[src/rtl/pmu_ahb_pkg.sv]
// Shared definitions for the PMU AHB initiator.
// Contents:
//   - AHB encodings for htrans, hresp, hsize, hburst and hprot
//   - state_e : initiator FSM state encoding
//   - in_range: address window decode against a base/mask pair
package pmu_ahb_pkg;

  localparam logic [1:0] HTRANS_IDLE   = 2'b00;
  localparam logic [1:0] HTRANS_NONSEQ = 2'b10;
  localparam logic [1:0] HRESP_OKAY    = 2'b00;
  localparam logic [1:0] HRESP_ERROR   = 2'b01;
  localparam logic [2:0] HSIZE_WORD    = 3'b010;
  localparam logic [2:0] HBURST_SINGLE = 3'b000;
  localparam logic [3:0] HPROT_DEFAULT = 4'b0011;

  typedef enum logic [2:0] {
    ST_IDLE,
    ST_ADDR,
    ST_DATA,
    ST_RESP,
    ST_ERR
  } state_e;

  // An address is inside the window when every bit outside the mask
  // matches the base.
  function automatic logic in_range(input logic [31:0] addr,
                                    input logic [31:0] base,
                                    input logic [31:0] mask);
    return (addr & ~mask) == (base & ~mask);
  endfunction

endpackage

[src/rtl/pmu_ahb_master.sv]
// Single-outstanding AHB initiator for the PMU register bank.
// Each accepted request becomes one single-word AHB transfer; the result is
// returned on a one-cycle response strobe. Out-of-window requests never
// reach the bus and are answered with an error.
// Ports:
//   clk_i, rstn_i                      clock, asynchronous active-low reset
//   req_valid_i/req_ready_o            request handshake
//   req_write_i/req_addr_i/req_wdata_i request payload
//   rsp_valid_o/rsp_rdata_o/rsp_err_o  one-cycle response
//   hsel_o..hwdata_o                   AHB address/data phase outputs
//   hreadyi_i/hresp_i/hrdata_i         AHB slave response inputs
module pmu_ahb_master
  import pmu_ahb_pkg::*;
#(
  parameter logic [31:0] HADDR      = 32'h80100000,
  parameter logic [31:0] HMASK      = 32'hfff,
  parameter int unsigned DATA_WIDTH = 32
) (
  input  logic                  clk_i,
  input  logic                  rstn_i,
  input  logic                  req_valid_i,
  output logic                  req_ready_o,
  input  logic                  req_write_i,
  input  logic [DATA_WIDTH-1:0] req_addr_i,
  input  logic [DATA_WIDTH-1:0] req_wdata_i,
  output logic                  rsp_valid_o,
  output logic [DATA_WIDTH-1:0] rsp_rdata_o,
  output logic                  rsp_err_o,
  output logic                  hsel_o,
  output logic [DATA_WIDTH-1:0] haddr_o,
  output logic                  hwrite_o,
  output logic [1:0]            htrans_o,
  output logic [2:0]            hsize_o,
  output logic [2:0]            hburst_o,
  output logic [3:0]            hprot_o,
  output logic                  hmastlock_o,
  output logic [DATA_WIDTH-1:0] hwdata_o,
  input  logic                  hreadyi_i,
  input  logic [1:0]            hresp_i,
  input  logic [DATA_WIDTH-1:0] hrdata_i
);

  state_e                state_q, state_d;
  logic                  err_q, err_d;
  logic [DATA_WIDTH-1:0] rdata_d;
  logic                  write_q;
  logic [DATA_WIDTH-1:0] wdata_q;
  logic                  accept;
  logic                  addr_ok;

  logic                  req_ready_q;
  logic                  rsp_valid_q;
  logic                  rsp_err_q;
  logic [DATA_WIDTH-1:0] rsp_rdata_q;
  logic                  hsel_q;
  logic [DATA_WIDTH-1:0] haddr_q;
  logic                  hwrite_q;
  logic [1:0]            htrans_q;
  logic [DATA_WIDTH-1:0] hwdata_q;

  // req_ready_q is only ever high in IDLE or RESP, so an accept always
  // originates from one of those two states.
  assign accept  = req_valid_i & req_ready_q;
  assign addr_ok = in_range(req_addr_i, HADDR, HMASK);

  always_comb begin
    state_d = state_q;
    err_d   = err_q;
    rdata_d = '0;
    unique case (state_q)
      ST_IDLE, ST_RESP: begin
        if (accept) begin
          state_d = addr_ok ? ST_ADDR : ST_ERR;
          err_d   = 1'b0;
        end else begin
          state_d = ST_IDLE;
        end
      end
      ST_ADDR: begin
        if (hreadyi_i) state_d = ST_DATA;
      end
      ST_DATA: begin
        // Sticky so the first cycle of a two-cycle ERROR is not lost.
        if (hresp_i != HRESP_OKAY) err_d = 1'b1;
        if (hreadyi_i) begin
          state_d = ST_RESP;
          rdata_d = (write_q || err_d) ? '0 : hrdata_i;
        end
      end
      ST_ERR: begin
        err_d   = 1'b1;
        state_d = ST_RESP;
      end
      default: state_d = ST_IDLE;
    endcase
  end

  // Every output is registered from the next state so it changes on the
  // same edge the FSM enters the corresponding phase.
  always_ff @(posedge clk_i or negedge rstn_i) begin
    if (!rstn_i) begin
      state_q     <= ST_IDLE;
      err_q       <= 1'b0;
      write_q     <= 1'b0;
      wdata_q     <= '0;
      req_ready_q <= 1'b0;
      rsp_valid_q <= 1'b0;
      rsp_err_q   <= 1'b0;
      rsp_rdata_q <= '0;
      hsel_q      <= 1'b0;
      haddr_q     <= '0;
      hwrite_q    <= 1'b0;
      htrans_q    <= HTRANS_IDLE;
      hwdata_q    <= '0;
    end else begin
      state_q     <= state_d;
      err_q       <= err_d;
      req_ready_q <= (state_d == ST_IDLE) || (state_d == ST_RESP);
      hsel_q      <= (state_d == ST_ADDR);
      htrans_q    <= (state_d == ST_ADDR) ? HTRANS_NONSEQ : HTRANS_IDLE;
      rsp_valid_q <= (state_d == ST_RESP);
      rsp_err_q   <= (state_d == ST_RESP) ? err_d : 1'b0;
      rsp_rdata_q <= (state_d == ST_RESP) ? rdata_d : '0;
      if (accept) begin
        write_q <= req_write_i;
        wdata_q <= req_wdata_i;
        // Out-of-window requests leave the bus address untouched.
        if (addr_ok) begin
          haddr_q  <= req_addr_i;
          hwrite_q <= req_write_i;
        end
      end
      if ((state_q == ST_ADDR) && (state_d == ST_DATA)) begin
        hwdata_q <= write_q ? wdata_q : '0;
      end
    end
  end

  assign req_ready_o = req_ready_q;
  assign rsp_valid_o = rsp_valid_q;
  assign rsp_err_o   = rsp_err_q;
  assign rsp_rdata_o = rsp_rdata_q;
  assign hsel_o      = hsel_q;
  assign haddr_o     = haddr_q;
  assign hwrite_o    = hwrite_q;
  assign htrans_o    = htrans_q;
  assign hwdata_o    = hwdata_q;
  assign hsize_o     = HSIZE_WORD;
  assign hburst_o    = HBURST_SINGLE;
  assign hprot_o     = HPROT_DEFAULT;
  assign hmastlock_o = 1'b0;

endmodule

[config.mk]
export PLATFORM = sky130hd
export DESIGN_NAME = pmu_ahb_master
export DESIGN_NICKNAME = d
export VERILOG_FILES = /design/src/rtl/pmu_ahb_pkg.sv /design/src/rtl/pmu_ahb_master.sv
export SDC_FILE = /design/constraint.sdc
export NUM_CORES = 1
export LEC_CHECK = 0
export BUFFER_PORTS_ARGS = -buffer_cell sky130_fd_sc_hd__buf_2
export CAP_MARGIN = 20
export CORE_UTILIZATION = 35
export DETAILED_ROUTE_END_ITERATION = 10
export MAX_ROUTING_LAYER = met4
export PLACE_DENSITY = 0.72
export SYNTH_ARGS = -nofsm -noshare
export SYNTH_HDL_FRONTEND = slang
export SYNTH_SLANG_ARGS = --single-unit
[constraint.sdc]
create_clock -name clk_i -period 2.5 [get_ports clk_i]
set_input_delay 0.5 -clock clk_i [delete_from_list [all_inputs] [get_ports clk_i]]
set_output_delay 0.5 -clock clk_i [all_outputs]
set_load 0.05 [all_outputs]
==> key figures <==
Die
  • Std-Cell Rows: 44
  • Core area: 14500 um2
  • I/O pin total: 217
  • Die Width: 123 um
  • Initial Util: 35.6%
  • Die area: 15200 um2
  • Die Y: 123 um

Finish
  • Final #Nets: 719
  • Ant. Diodes: 0
  • Fin cells: 813
  • Synthesis-to-finish area growth: 33.6%
  • Most common cell after layout, fill and taps aside: buf_2
  • Fill cells: 1331
  • Most frequent cells in the layout: buf_2 (203), dfrtp_1 (138), nand2_1 (68), o21ai_0 (37), mux2_2 (36)
  • Layout cells sized above 1: 45.3%

Place
  • Dpl cells: 781
  • Detailed placement HPWL: 7750 um
  • RD Place Congestion: 0.722
  • PortBufs: 204

Hold path
  • Hold/Removal Path Class: in -> async

CTS
  • Worst skew pair latency: 0.41 ns
  • Root buf cell: clkbuf_16
  • Reg clk slew, reported paths: 0.06 ns
  • Sink Count: 138
  • CTS Buf Count: 17
  • Postcts setup bufs: 0
  • CTS max path bufs: 2
  • CTS tree: done
  • Resize count post-CTS: 0
  • CTS H-tree depth: 4
  • Post-CTS Hold Buffers: 0

Logic synthesis
  • Unique masters post-synth: 30
  • Async SR Flop Fraction: 100%
  • Gate Count Post-Synth: 409
  • Post-synth EDFFs: 0
  • Cell taking the most area after synthesis: dfrtp_1
  • Post-synth top flop: dfrtp_1
  • Post-synthesis register bit count: 138
  • Cell Area, Synth: 5160 um2
  • Post-synth top area share: 66.9%
  • Sequential-to-total area share from yosys stat: 66.9%
  • Area contributors post-synth: dfrtp_1 (67%), mux2_2 (7.9%), nand2_1 (4.9%)
  • Ys Warns: 0
  • Syn Area/Cell: 12.6 um2

Global routing
  • Vias in the first global route: 3643
  • First-pass GRT wire length: 17900 um
  • Initial antenna violation count: 0
  • Total Routing Usage GR: 16.1%
  • Global route overflow: 0
  • Pin count of the biggest net entering global routing: 139

Status
  • Status: complete, no violations

Drt
  • Total number of vias: 3717
  • DRT Wirelength: 11200 um
  • DRT Pass-1 Iters: 4
  • DRC errors left: 0
  • Routed WL per cell: 13.8 um
  • Avg Vias per Cell: 4.57
  • Starting DRT DRC Count: 188
  • Remaining antenna violation count: 0

STA
  • Fmax: 582 MHz
  • Slew margin rel.: 49.3%
  • Fin. Hold Viols: 0
  • Setup TNS: 0 ns
  • Crit path time final: 1.72 ns
  • Final setup vio count: 0
  • Worst Tran Pin Value: 0.760 ns
  • Setup Skew: 0.00622 ns
  • Period Utilization, post-route: 68.8%
  • RSZ-0062 raised after global routing: no
  • Final Max Slew Viols: 0

Critical path
  • Critical path class: reg -> reg
  • CP Max Fanout: 5
  • Setup crit end kind: flop
  • Critical Path RT: 2.83 ns
  • Crit path DAT: 2.05 ns
  • R2r worst-path depth: 4
  • Setup crit start kind: flop

Power and ir drop
  • P_leak: 3.77 nW
  • Peak VDD IR: 566 uV
  • Power Density: 1110 nW/um2
  • Tot Pwr: 7.67 mW

Run
  • Maxcap violations: 0
[cell usage after synthesis, types with 2 or more instances]
library cell	number
buf_4	13
nor4_1	4
dfrtp_1	138
a21oi_1	3
nand3b_1	2
mux2_1	10
clkbuf_1	15
nor2b_1	18
nand2_1	68
conb_1	2
nor2_1	4
nor4b_1	3
buf_2	5
nand3_1	2
or2_2	2
mux2_2	36
and2_1	34
o21ai_0	37
nor2b_4	2
[state kept, by name, summed over array words and instances (netlist names)]
register,cells
haddr_o,32
rsp_rdata_o,32
rsp_valid_o,1
rsp_err_o,1
hwrite_o,1
err_q,1
state_q,3
write_q,1
hwdata_o,32
htrans_o,1
wdata_q,32
req_ready_o,1
[report_power, final]
group	total [mW]	switching, mW	internal [mW]
sequential	3.07	0.296	2.77
combinational	2.29	1.59	0.696
clock	2.31	0.932	1.38
[stage by stage]
| step | area (um2) | util, % | hold WS (ns) | setup WS (ns) |
|---|---|---|---|---|
| 2_1_floorplan | 5200 | - | 0.204 | 0.688 |
| 3_3_place_gp | 6340 | 43.8 | 0.458 | 0.541 |
| 3_5_place_dp | 6340 | 43.8 | 0.456 | 0.377 |
| 4_1_cts | 6890 | 47.6 | 0.220 | 0.783 |
| 5_1_grt | 6890 | 47.6 | 0.252 | 0.724 |
| 6_report | 6890 | 47.6 | 0.173 | 0.781 |
[path summary, 6_finish.rpt]
path | start | end | slack, ns
setup / recovery | state_q[0] | htrans_o[1] | 0.78
hold / removal | rstn_i | hwdata_o[7] | 0.17
setup reg to reg | state_q[0] | htrans_o[1] | 0.78
hold reg to reg | haddr_o[20] | haddr_o[20] | 0.47
max in group asynchronous | rstn_i | hwdata_o[0] | 1.73
min in group clk_i | hrdata_i[17] | rsp_rdata_o[17] | 0.29
[final cells by class]
type	instances	area [um2]	area share (%)
Sequential cell	138	3450	50.1
Tap cell	184	230	3.34
Clock inverter	9	65.1	0.944
Timing Repair Buffer	212	1100	16.0
Inverter	1	3.75	0.0545
Multi-Input combinational cell	246	1550	22.5
Clock buffer	23	488	7.08
[metal layers]
| layer | vias to the layer above | global-route usage [%] | share of wire [%] | wire, um |
|---|---|---|---|---|
| met4 | 0 | 7.76 | 1.9 | 216 |
| met2 | 153 | 24.6 | 47 | 5290 |
| li1 | 1746 | - | - | - |
| met1 | 1799 | 19.0 | 43 | 4780 |
| met3 | 19 | 5.72 | 8.1 | 912 |
| met5 | - | - | 0 | 0 |
[worst max-delay path, stage by stage, from the launching register on]
cell and delay, ns:
dfrtp_1 0.45, nor2b_4 0.18, or2_1 0.27, or4_1 0.56, a21oi_1 0.18
[kinds of logic (layout without fill, tap and decap cells)]
logic type | count (synthesis) | count (layout) | share of synthesized area [%]
AND/OR/NAND/NOR | 145 | 145 | 14.7
flip-flops | 138 | 138 | 66.9
multiplexers | 46 | 46 | 10.0
AO/OA/AOI/OAI | 43 | 43 | 4.39
buffers and inverters | 35 | 245 | 3.76
other | 2 | 12 | 0.146
Note: power is estimated with default switching activity, not from simulation.
